<file path="src/rtl/cplx_stream_loader.sv">
// Strided TCDM loader: fetches complex samples (packed or word-interleaved) and
// splits them into independent real/imag valid/ready streams.
module cplx_stream_loader #(
  parameter int unsigned DW         = 16,
  parameter int unsigned FIFO_DEPTH = 4,
  parameter int unsigned LEN_W      = 16
) (
  input  logic             clk_i,
  input  logic             rst_i,
  input  logic             clear_i,
  input  logic             start_i,
  input  logic [31:0]      base_addr_i,
  input  logic [31:0]      stride_i,
  input  logic [LEN_W-1:0] len_i,
  input  logic             mode_i,
  output logic             busy_o,
  output logic             done_o,
  output logic             tcdm_req_o,
  input  logic             tcdm_gnt_i,
  output logic [31:0]      tcdm_add_o,
  output logic             tcdm_wen_o,
  input  logic [31:0]      tcdm_r_data_i,
  input  logic             tcdm_r_valid_i,
  output logic             re_valid_o,
  input  logic             re_ready_i,
  output logic [DW-1:0]    re_data_o,
  output logic             im_valid_o,
  input  logic             im_ready_i,
  output logic [DW-1:0]    im_data_o
);

  localparam int unsigned   AW    = $clog2(FIFO_DEPTH);
  localparam logic [AW+1:0] DEPTH = (AW+2)'(FIFO_DEPTH);

  typedef enum logic [1:0] {S_IDLE, S_RUN, S_DRAIN} state_t;
  state_t r_state, w_state_nxt;

  logic [31:0]    r_addr, r_stride;
  logic           r_mode, r_re_sent, r_im_sent, r_discard, r_done;
  logic [LEN_W:0] r_words, r_wcnt;
  logic [31:0]    r_mem [FIFO_DEPTH];
  logic [AW-1:0]  r_rd, r_wr, w_rd1;
  logic [AW:0]    r_cnt, r_out, w_pop_n, w_cnt_nxt, w_out_nxt;
  logic           w_gnt, w_push, w_avail, w_re_done, w_im_done, w_pop;
  logic           w_last_gnt, w_start_run, w_start_zero;
  logic [DW-1:0]  w_im_pk;

  assign w_gnt        = tcdm_req_o & tcdm_gnt_i;
  // r_discard masks the response belonging to a grant seen in the clear cycle
  assign w_push       = tcdm_r_valid_i & ~r_discard & ~clear_i;
  assign w_start_run  = start_i & (r_state == S_IDLE) & ~clear_i & (len_i != '0);
  assign w_start_zero = start_i & (r_state == S_IDLE) & ~clear_i & (len_i == '0);
  assign w_last_gnt   = (r_wcnt == r_words - (LEN_W+1)'(1));
  assign w_avail      = r_mode ? (r_cnt > (AW+1)'(1)) : (r_cnt != '0);
  assign w_re_done    = r_re_sent | (re_valid_o & re_ready_i);
  assign w_im_done    = r_im_sent | (im_valid_o & im_ready_i);
  assign w_pop        = w_avail & w_re_done & w_im_done;
  assign w_pop_n      = !w_pop ? '0 : (r_mode ? (AW+1)'(2) : (AW+1)'(1));
  assign w_cnt_nxt    = r_cnt + (AW+1)'(w_push) - w_pop_n;
  assign w_out_nxt    = r_out + (AW+1)'(w_gnt) - (AW+1)'(w_push);

  always_ff @(posedge clk_i or posedge rst_i) begin
    if (rst_i)        r_state <= S_IDLE;
    else if (clear_i) r_state <= S_IDLE;
    else              r_state <= w_state_nxt;
  end

  always_comb begin
    w_state_nxt = r_state;
    case (r_state)
      S_IDLE:  if (w_start_run) w_state_nxt = S_RUN;
      S_RUN:   if (w_gnt && w_last_gnt) w_state_nxt = S_DRAIN;
      S_DRAIN: if (w_cnt_nxt == '0 && w_out_nxt == '0) w_state_nxt = S_IDLE;
      default: w_state_nxt = S_IDLE;
    endcase
  end

  // Credit gate: words in FIFO plus words in flight never exceed the FIFO depth
  always_comb begin
    tcdm_req_o = (r_state == S_RUN) & ~clear_i & (({1'b0, r_cnt} + {1'b0, r_out}) < DEPTH);
    busy_o     = (r_state != S_IDLE);
  end

  always_ff @(posedge clk_i or posedge rst_i) begin
    if (rst_i) begin
      r_addr <= '0; r_stride <= '0; r_mode <= 1'b0; r_words <= '0; r_wcnt <= '0;
      r_rd <= '0; r_wr <= '0; r_cnt <= '0; r_out <= '0;
      r_re_sent <= 1'b0; r_im_sent <= 1'b0; r_discard <= 1'b1; r_done <= 1'b0;
    end else if (clear_i) begin
      r_addr <= '0; r_wcnt <= '0;
      r_rd <= '0; r_wr <= '0; r_cnt <= '0; r_out <= '0;
      r_re_sent <= 1'b0; r_im_sent <= 1'b0; r_discard <= 1'b1; r_done <= 1'b0;
    end else begin
      r_discard <= 1'b0;
      r_done    <= w_start_zero | ((r_state == S_DRAIN) & (w_state_nxt == S_IDLE));
      if (w_start_run) begin
        r_addr   <= base_addr_i;
        r_stride <= stride_i;
        r_mode   <= mode_i;
        r_words  <= mode_i ? {len_i, 1'b0} : {1'b0, len_i};
        r_wcnt   <= '0;
      end else if (w_gnt) begin
        r_addr <= r_addr + r_stride;
        r_wcnt <= r_wcnt + (LEN_W+1)'(1);
      end
      if (w_push) r_wr <= r_wr + AW'(1);
      r_rd  <= r_rd + w_pop_n[AW-1:0];
      r_cnt <= w_cnt_nxt;
      r_out <= w_out_nxt;
      if (w_pop) begin
        r_re_sent <= 1'b0;
        r_im_sent <= 1'b0;
      end else begin
        if (re_valid_o & re_ready_i) r_re_sent <= 1'b1;
        if (im_valid_o & im_ready_i) r_im_sent <= 1'b1;
      end
    end
  end

  always_ff @(posedge clk_i) begin
    if (w_push) r_mem[r_wr] <= tcdm_r_data_i;
  end

  assign w_rd1 = r_rd + AW'(1);

  generate
    if (DW <= 16) begin : g_packed
      assign w_im_pk = r_mem[r_rd][2*DW-1:DW];
    end else begin : g_wide
      assign w_im_pk = '0;
    end
  endgenerate

  assign re_valid_o = w_avail & ~r_re_sent;
  assign im_valid_o = w_avail & ~r_im_sent;
  assign re_data_o  = w_avail ? r_mem[r_rd][DW-1:0] : '0;
  assign im_data_o  = !w_avail ? '0 : (r_mode ? r_mem[w_rd1][DW-1:0] : w_im_pk);
  assign tcdm_add_o = r_addr;
  assign tcdm_wen_o = 1'b1;
  assign done_o     = r_done;

endmodule

</file>
<file path="config.mk">
export PLATFORM = sky130hd
export DESIGN_NAME = cplx_stream_loader
export DESIGN_NICKNAME = d
export VERILOG_FILES = /design/src/rtl/cplx_stream_loader.sv
export SDC_FILE = /design/constraint.sdc
export NUM_CORES = 1
export LEC_CHECK = 0
export CORE_MARGIN = 5
export CORE_UTILIZATION = 50
export DETAILED_ROUTE_END_ITERATION = 8
export PLACE_DENSITY = 0.78
export SETUP_SLACK_MARGIN = 0.2
export SYNTH_ARGS = -nofsm -noshare
export SYNTH_HDL_FRONTEND = slang
export SYNTH_SLANG_ARGS = --single-unit
</file>
<file path="constraint.sdc">
create_clock -name clk_i -period 3.9 [get_ports clk_i]
set_input_delay 0.585 -clock clk_i [delete_from_list [all_inputs] [get_ports clk_i]]
set_output_delay 0.585 -clock clk_i [all_outputs]
set_load 0.005 [all_outputs]
</file>
---- Yosys cells after proc, flatten, opt, wreduce, memory -nomap -nowiden ----
Memory sizes are Yosys's and may differ from the RTL's.
Cells that the tools add are included.
word-level totals
  bits in registers ....................... 115
  bits in writable memories ............... 128
  input bits .............................. 121
  word-level logic and storage cells ...... 102
  memories kept ........................... 1
memories
  name   words  bits a word  rd ports  clocked after Yosys merged registers in  write ports  RTL line  RTL
  r_mem  4      32           2         0                                        1            41        logic [31:0] r_mem [FIFO_DEPTH];
cells by class
  add/sub/neg operators ................... 11
  order comparisons ....................... 2
  equality and inequality tests ........... 3
  muxes and demuxes ....................... 33
  bitwise logic cells ..................... 23
  reductions and logical operators ........ 15
operators with widths
  cell                     count
  $mux W32                 3
  $mux W17                 4
  $mux W16                 3
  $add A32 B32 Y32         1
  $mux W2                  9
  $add A17 B1 Y17 const B  1
  $eq A17 B17 Y1           1
  $sub A17 B1 Y17 const B  1
  $and A1 B1 Y1            16
  $logic_not A16 Y1        1
  $reduce_bool A16 Y1      1
  $reduce_bool A3 Y1       4
  $mux W1                  11
  $add A3 B1 Y3            2
  $logic_not A3 Y1         2
  $mux W3                  2
  $pmux W2 S3              1
  $add A2 B1 Y2 const B    2
  $add A3 B3 Y4            1
  $logic_not A2 Y1         2
  $lt A4 B3 Y1 const B     1
  $not A1 Y1               4
  $reduce_bool A2 Y1       2
  $gt A3 B1 Y1 const B     1
  other kinds (8)          11

---- Logic depth before layout (Yosys ltp) ----
Gate-level depths: netlist of the first run.
  word-level depth ........................ 17
  mapped depth ............................ 16
  gate-level depth less buffers ........... 14

---- Least setup slack after synthesis of the first run ----
No wires, ideal clock.
  kind .................................... input-to-reg
  start point ............................. input clear_i
  end point ............................... register r_state[1]
  setup time .............................. 120 ps
  arrival ................................. 3,705 ps
  setup slack ............................. 75 ps
  cell stages on the path ................. 15
  path through ............................ clkbuf_2 -> or4_4 -> a311oi_2 -> and2_4 -> inv_1 -> buf_2 -> clkbuf_1 -> ha_1 -> inv_1 -> ha_1 -> inv_1 -> fa_1 -> nor4bb_1 -> nand3_1 -> a41o_1
on the way
  word-level cells in the longest chain between the ends .. 11
  elaborated cells between the ends (all ways) .. 20
ends and longest elaborated chain
  item                           RTL line  RTL
  start, declared                10        input logic clear_i,
  $not A1 Y1 (no source line) *  n/a
  $and A1 B1 Y1 * (2 in a row)   80        tcdm_req_o = (r_state == S_RUN) & ~clear_i & (({1'b0, r_cnt} + {1'b0, r_out}) < DEPTH);
  named net tcdm_req_o           18        output logic tcdm_req_o,
  $and A1 B1 Y1 *                48        assign w_gnt = tcdm_req_o & tcdm_gnt_i;
  $add A3 B1 Y3                  60        assign w_out_nxt = r_out + (AW+1)'(w_gnt) - (AW+1)'(w_push);
  $sub A3 B1 Y3                  60
  $logic_not A3 Y1               73        S_DRAIN: if (w_cnt_nxt == '0 && w_out_nxt == '0) w_state_nxt = S_IDLE;
  $logic_and A1 B1 Y1            73
  $mux W2                        73
  $pmux W2 S3 *                  70        case (r_state)
  $mux W2 *                      64        else if (clear_i) r_state <= S_IDLE;
  end signal, assigned           65        else r_state <= w_state_nxt;
  end, declared                  36        state_t r_state, w_state_nxt;
The timed path passes the listed nets; every way through them passes the cells marked *.
A chain may end at the register's enable or synchronous reset.

---- Worst setup path after layout of the first run ----
  start point ............................. register r_cnt[2]
  end point ............................... register r_state[1]
on the way
  word-level cells in the longest chain between the ends .. 14
  elaborated cells between the ends (all ways) .. 28
ends and longest elaborated chain
  item                                                    RTL line  RTL
  start, declared                                         43        logic [AW:0] r_cnt, r_out, w_pop_n, w_cnt_nxt, w_out_nxt;
  start signal, assigned                                  108       r_cnt <= w_cnt_nxt;
  branches (longest 12 deep; another with $add A3 B3 Y4)  n/a
  $pmux W2 S3 *                                           70
  $mux W2 *                                               64
Mark *: on every way between the ends.

==> impl_summary.log, run 1 <==
INFO  metric status = completed
INFO  metric detailroute.wirelength.met2 = 16,100 microns
INFO  metric clk_pin_slew = 0.06 ns
INFO  metric synth_sequential_area_ratio = 52.8%
INFO  metric initial_core_util = 50.7%
INFO  metric dieArea = 0.0287 sq mm
INFO  metric ys_async_sr_fraction = 47.3%
INFO  metric clock.fmax = 286 MHz
INFO  metric finalClockSkew = 0.0131 ns
INFO  metric chipWidth = 170 microns
INFO  metric route.detailed.vias_per_inst = 5.92
INFO  metric gp_routability_congestion = 0.866
INFO  metric met3WireLength = 2470 microns
INFO  metric top_level_i_o_count = 191
INFO  metric p_leak = 6.22 nW
INFO  metric setup.worst_path.start = r_cnt[2]
INFO  metric finalSetupTns = 0 ns
INFO  metric slew-limit-headroom = 36.6%
INFO  metric min_period_over_period = 89.5%
INFO  metric design.final.nets = 1,401
INFO  metric numClockSinks = 243
INFO  metric synth_enable_flop_cells = 128
INFO  metric switching_share_of_total_power = 28.6%
INFO  metric worst-r2r-cell-count = 13
INFO  metric insertedDiodeCount = 0
INFO  metric yosysTopAreaCell = edfxtp_1
INFO  metric final_antenna_net_count = 0
INFO  metric p_clk_share = 33.5%
INFO  metric die_h = 170 microns
INFO  metric post-place-ws = 0.0136 ns
INFO  metric global_route_wire_length_before_repair = 51,400 microns
INFO  metric residual_drc = 0
INFO  metric io_buffer_count = 189
INFO  metric core_area = 0.0251 sq mm
INFO  metric setup.worst_path.end = r_state[1]
INFO  metric ys_top_cells_by_count = 128 x edfxtp_1, 114 x dfrtp_1, 98 x nand2_1
INFO  metric power.density = 496 mW/mm^2
INFO  metric maxUsedRoutingLayer = met5
INFO  metric gr-total-overflow = 0
INFO  metric worst_r2r_endpoint = r_state[1]
INFO  metric routed_wire_length_per_instance = 20.4 microns
INFO  metric syn_avg_cell_area = 12.1 sq um
INFO  metric clk_root_buffer_cell = clkbuf_16
INFO  metric tritoncts = built
INFO  metric dr_total_vias = 9,381
INFO  metric layout-area-overhead-vs-synth = 25.6%
INFO  metric worst_slack = 0.409 ns
INFO  metric setup-violations-final = 0
INFO  metric hold_violations = 0
INFO  metric total_cts_buffers = 26
INFO  metric required = 4.33 ns
INFO  metric slew_violations = 0
INFO  metric synthesis.instances = 1,050
INFO  metric first_global_vias = 9,623
INFO  metric synth_most_common_cell = edfxtp_1
INFO  metric maxCapViolCount = 0
INFO  metric portion_of_total_power_attributed_to_combinational_logic = 27.6%
INFO  metric rsz0062_at_grt = no
INFO  metric power.internal = 0.00566 W
INFO  metric critical_path_fanouts_max = 2
INFO  metric crit_path_start_kind = flip-flop
INFO  metric placement_rows = 58
INFO  metric min-delay-path-class = input port to asynchronous set/reset pin
INFO  metric drt-initial-drc-count = 747
INFO  metric yosysTopAreaCellShare = 30.2%
INFO  metric post_synth_num_cell_types = 65
INFO  metric power_frac_seq = 38.9%
INFO  metric placedCellCount = 1,535
INFO  metric cts_hold_repair.buffers = 0
INFO  metric placement.cell_area = 0.0150 sq mm
INFO  metric cts.path.max_buffers = 3
INFO  metric peakVddDrop = 0.000339 V
INFO  metric total_routing_resource_utilization_after_global_routing = 22.3%
INFO  metric critical_path_class = flip-flop to flip-flop
INFO  metric antenna_found_initial = 2
INFO  metric tightestPinTransition = 0.948 ns
INFO  metric firstDrtPassIters = 5
INFO  metric final_cells = 1,584
INFO  metric grt_max_degree = 53
INFO  metric regToRegStartpoint = r_cnt[2]
INFO  metric worst_ep_arrival_time = 3.92 ns
INFO  metric finalInstanceArea = 0.0160 sq mm
INFO  metric period_needed = 3.49 ns
INFO  metric ys.warnings.count = 0
INFO  metric totalPowerFinal = 0.00793 W
INFO  metric detail_route.wirelength = 32,300 microns
INFO  metric synth_fp_nets = 1,217
INFO  metric clkLatencyLatePin = 0.54 ns
INFO  metric dpl.hpwl = 22,900 microns
INFO  metric routedLengthMet1 = 12,900 microns
INFO  metric ctsHtreeMaxLevel = 1
INFO  metric rrSetupSlack = 0.41 ns
INFO  metric netSwitchingPower = 0.00227 W
INFO  metric ys_ff_latch = 243
INFO  metric mappedNetlistArea = 0.0127 sq mm
INFO  metric synth.area.top_cells = edfxtp_1 30%, dfrtp_1 22%, mux4_2 8.7%, ha_1 4.2%, mux2_2 2.9%
INFO  metric worstSetupEndpointType = flip-flop
INFO  metric final_layout_size_suffix_gt1_share = 13.4%
INFO  metric yosys_most_used_dff = edfxtp_1
## power by group through the flow
stage	Sequential, W	Combinational [W]	Clock, W
6_report	0.00309	0.00219	0.00265
5_1_grt	0.00312	0.00241	0.00281
4_1_cts	0.00309	0.00220	0.00270
3_5_place_dp	0.00314	0.00217	0
3_3_place_gp	0.00313	0.00212	0
2_1_floorplan	0.00304	0.00138	0
## layout by cell type (no fill, tap or decap), types with 18 or more instances in the layout
master,Yosys,routed
ha_1,43,43
mux4_2,49,49
a21o_1,19,19
and3_1,18,18
dfrtp_1,114,111
edfxtp_1,128,128
clkbuf_16,0,26
clkdlybuf4s50_1,0,189
inv_1,25,24
a21oi_1,63,63
and2_1,18,18
mux2_2,33,33
buf_4,1,24
nor2_1,74,74
nand2_1,98,97
xnor2_1,36,36
o21ai_0,41,41
xor2_1,33,33
## metrics by stage
| step | hold slack, ns | util [%] |
|---|---|---|
| 3_5_place_dp | 0.485 | 59.9 |
| 6_report | 0.455 | 63.6 |
| 4_1_cts | 0.467 | 63.6 |
| 3_3_place_gp | 0.488 | 59.9 |
| 2_1_floorplan | 0.450 | - |
| 5_1_grt | 0.521 | 63.6 |
## what timing repair did
action / 4_1_cts / 5_1_grt
resized for setup: 0 / 1
setup endpoints to repair: 0 / 2
buffers inserted: 0 / 1
endpoints found under the hold margin: 0 / 0
## layer usage
metal,vias up,track usage [%]
li1,4296,-
met1,4678,28.6
met2,350,38.1
met3,53,5.47
met4,4,6.23
met5,-,0
## cells by family (layout without fill, tap and decap cells)
kind of cell             after synthesis  in the layout  share of synthesized area [%]
flip-flops                           243            243                           52.8
multiplexers                          99             99                           12.9
XOR/XNOR                              69             69                           4.75
AO/OA/AOI/OAI                        205            205                           10.4
adder cells (fa/ha/maj)               46             46                           4.70
other                                  1              1                         0.0295
buffers and inverters                 85            289                           2.63
AND/OR/NAND/NOR                      302            302                           11.7
## how the worst min path moves through the flow
| stage | start | endpoint |
|---|---|---|
| finish | rst_i | r_wcnt[7] |
| CTS | rst_i | r_wcnt[11] |
| floorplan | r_state[0] | done_o |
| global route | r_state[0] | done_o |
| global placement | r_state[0] | done_o |
| detailed placement | r_state[0] | done_o |
## registers in the layout, indices dropped and copies added (netlist names)
| signal | cells |
|---|---|
| r_mem | 128 |
| r_wcnt | 17 |
| r_rd | 2 |
| tcdm_add_o | 32 |
| r_words | 17 |
| r_wr | 2 |
| r_state | 2 |
| r_re_sent | 1 |
| r_discard | 1 |
| r_out | 3 |
| r_stride | 32 |
| r_cnt | 3 |
| r_im_sent | 1 |
| r_mode | 1 |
| done_o | 1 |
## worst max-delay path, stage by stage (launching register included)
cell	delay, ns
dfrtp_2	0.42
ha_1	0.30
or4_4	0.51
a311oi_2	0.23
and2_4	0.19
inv_1	0.05
ha_1	0.26
inv_1	0.06
ha_1	0.16
inv_1	0.07
fa_2	0.54
nor4bb_4	0.23
nand3_1	0.11
a41o_1	0.25
## cell type report
cell class                      count  area (sq um)
Timing Repair Buffer              215          2110
Multi-Input combinational cell    722          5690
Sequential cell                   243          6730
Clock buffer                       31           679
Inverter                           26           100
Tap cell                          330           413
Clock inverter                     17           255
Fill cell                        1958          9130
No activity file was read; power rests on OpenSTA's default activity.
==> run 2: changes to the inputs <==
- CORE_ASPECT_RATIO: unset -> 1.4
==> impl_summary.log, run 2 (synthesized netlist as in run 1, its figures left out) <==
INFO  metric ctsHtreeMaxLevel = 1 (unchanged)
INFO  metric layout_common_cells = 188 x clkdlybuf4s50_1, 128 x edfxtp_1, 112 x dfrtp_1, 97 x nand2_1, 74 x nor2_1
INFO  metric rrSetupSlack = 0.40 ns (about the same)
INFO  metric rsz0062_at_grt = no
INFO  metric grt_max_degree = 56 (+5.7%)
INFO  metric final_antenna_net_count = 0 (unchanged)
INFO  metric setup.worst_path.end = r_state[1]
INFO  metric slew_violations = 0 (unchanged)
INFO  metric tritoncts = built
INFO  metric peakVddDrop = 0.000464 V (+37%)
INFO  metric regToRegStartpoint = r_cnt[2]
INFO  metric drt-initial-drc-count = 476 (-36%)
INFO  metric slew-limit-headroom = 37.8% (+1.2 points)
INFO  metric core_area = 0.0252 sq mm (+0.40%)
INFO  metric total_routing_resource_utilization_after_global_routing = 22.3% (about the same)
INFO  metric initial_core_util = 50.5% (-0.20 points)
INFO  metric final_layout_size_suffix_gt1_share = 12.8% (-0.64 points)
INFO  metric worst_ep_arrival_time = 3.93 ns (about the same)
INFO  metric dr_total_vias = 9,186 (-2.1%)
INFO  metric first_global_vias = 9,565 (-0.60%)
INFO  metric top_level_i_o_count = 191 (unchanged)
INFO  metric min-delay-path-class = flip-flop to flip-flop
INFO  metric mostFrequentLayoutCell = clkdlybuf4s50_1
INFO  metric detail_route.wirelength = 32,200 microns (-0.19%)
INFO  metric top_register = r_mem
INFO  metric postCtsResizedCells = 0 (unchanged)
INFO  metric slowest_delay = 0.53 ns (about the same)
INFO  metric residual_drc = 0 (unchanged)
INFO  metric placement_rows = 69 (+19%)
INFO  metric route.detailed.vias_per_inst = 5.87 (-0.89%)
INFO  metric largest_register_ffs = 128 (unchanged)
INFO  metric period_needed = 3.50 ns (+0.00665 ns)
INFO  metric sequential_cell_area = 0.00673 sq mm (about the same)
INFO  metric p_leak = 6.13 nW (-1.5%)
INFO  metric power.density = 482 mW/mm^2 (-3.0%)
INFO  metric crit_path_cell_trace = ha_1, or4_4, a311oi_2, and2_4, inv_1, ha_1, inv_1, ha_1, inv_1, fa_2, nor4bb_4, nand3_1, a41o_1
INFO  metric finalClockSkew = 0.0319 ns (+0.0188 ns)
INFO  metric dieArea = 0.0288 sq mm (+0.16%)
INFO  metric numClockSinks = 243 (unchanged)
INFO  metric dpl.hpwl = 23,200 microns (+1.6%)
INFO  metric global_route_wire_length_before_repair = 50,700 microns (-1.5%)
INFO  metric crit_path_start_kind = flip-flop
INFO  metric total_cts_buffers = 25 (-3.8%)
INFO  metric worst-r2r-cell-count = 13 (unchanged)
INFO  metric finalCoreUtilization = 62.7% (-0.97 points)
INFO  metric critical_path_class = flip-flop to flip-flop
INFO  metric status = completed
INFO  metric design.final.nets = 1,396 (-0.36%)
INFO  metric gr-total-overflow = 0 (unchanged)
INFO  metric clk_pin_slew = 0.07 ns (about the same)
INFO  metric firstDrtPassIters = 7 (+2)
INFO  metric setup-violations-final = 0 (unchanged)
INFO  metric cts_post_setup_buffers_inserted = 0 (unchanged)
INFO  metric crit_path_top_delay_cell = fa_2
INFO  metric clkLatencyLatePin = 0.54 ns (about the same)
INFO  metric clock.fmax = 286 MHz (-0.19%)
INFO  metric cts_hold_repair.buffers = 0 (unchanged)
INFO  metric antenna_found_initial = 2 (unchanged)
INFO  metric insertedDiodeCount = 0 (unchanged)
INFO  metric critical_path_fanouts_max = 4 (+2)
INFO  metric multiInputGateArea = 0.00570 sq mm (+0.13%)
INFO  metric worstSetupEndpointType = flip-flop
INFO  metric chipWidth = 145 microns (-15%)
INFO  metric routed_wire_length_per_instance = 20.6 microns (+1.0%)
INFO  metric clk_root_buffer_cell = clkbuf_16
INFO  metric maxCapViolCount = 0 (unchanged)
INFO  metric setup.worst_path.start = r_cnt[2]
INFO  metric worst_r2r_endpoint = r_state[1]
INFO  metric die_h = 199 microns (+17%)
INFO  metric io_buffer_count = 189 (unchanged)
INFO  metric min_period_over_period = 89.7% (+0.17 points)
INFO  metric layout-area-overhead-vs-synth = 24.2%
INFO  metric final.fill_count = 1,979 (+1.1%)
INFO  metric gp_routability_congestion = 0.905 (+4.5%)
INFO  metric cts.path.max_buffers = 3 (unchanged)
INFO  metric hold_violations = 0 (unchanged)
INFO  metric tightestPinTransition = 0.930 ns (-0.0178 ns)
INFO  metric finalSetupTns = 0 ns (unchanged)
INFO  metric required = 4.33 ns (about the same)
-- run 2: changes by cell type in the layout (fill, tap and decap cells not counted), moves of 2 or more --
| cell | delta |
|---|---|
| clkinv_1 | +5 |
| buf_4 | -4 |
| clkinv_2 | -4 |
| bufinv_16 | -3 |
| clkbuf_1 | -3 |
| clkinvlp_4 | +2 |
-- run 2: critical path: cells and delay by family, from the launching register on --
family,cells,cell delay (ns)
adders and majority gates,4,1.24
DFF,1,0.42
buffers and inverters,3,0.16
and+or+nand+nor,4,1.04
AOI/OAI and AO/OA,2,0.54
-- run 2: worst min path at each step --
stage	cells past startpoint	end	startpoint	slack, ns
CTS	2	r_discard	clear_i	0.47
global placement	1	done_o	r_state[0]	0.48
finish	1	done_o	r_state[0]	0.49
detailed placement	1	done_o	r_state[0]	0.48
floorplan	1	done_o	r_state[0]	0.45
global route	2	r_discard	clear_i	0.49
-- run 2: layer usage --
metal | up-vias | part of all wire [%] | GRT usage (%) | wire, microns
met5 | - | 0.084 | 0 | 27
met4 | 4 | 3.1 | 6.91 | 1000
met3 | 60 | 8.3 | 5.03 | 2660
met2 | 340 | 53 | 40.6 | 17000
met1 | 4492 | 36 | 25.9 | 11500
li1 | 4290 | - | - | -
-- run 2: area by class of cell --
type | count | share of cell area, %
Inverter | 26 | 0.634
Timing Repair Buffer | 211 | 13.1
Clock buffer | 26 | 3.98
Clock inverter | 18 | 1.05
Tap cell | 319 | 2.53
Sequential cell | 243 | 42.6
Multi-Input combinational cell | 722 | 36.1
-- run 2: metrics by stage --
stage | cell area, sq um | power [W] | hold WS, ns | std cells | setup WS (ns)
floorplan | 12800 | 0.00442 | 0.450 | 1050 | 0.204
global placement | 15000 | 0.00526 | 0.482 | 1521 | 0.510
detailed placement | 15000 | 0.00529 | 0.484 | 1521 | 0.424
CTS | 15800 | 0.00767 | 0.472 | 1565 | 0.371
global route | 15800 | 0.00800 | 0.491 | 1565 | 0.203
finish | 15800 | 0.00761 | 0.487 | 1565 | 0.402
-- run 2: power by group --
| part | total [W] | internal [W] | switching [W] |
|---|---|---|---|
| clock network | 0.00235 | 0.00136 | 0.000984 |
| registers | 0.00307 | 0.00289 | 0.000180 |
| logic | 0.00219 | 0.00112 | 0.00107 |
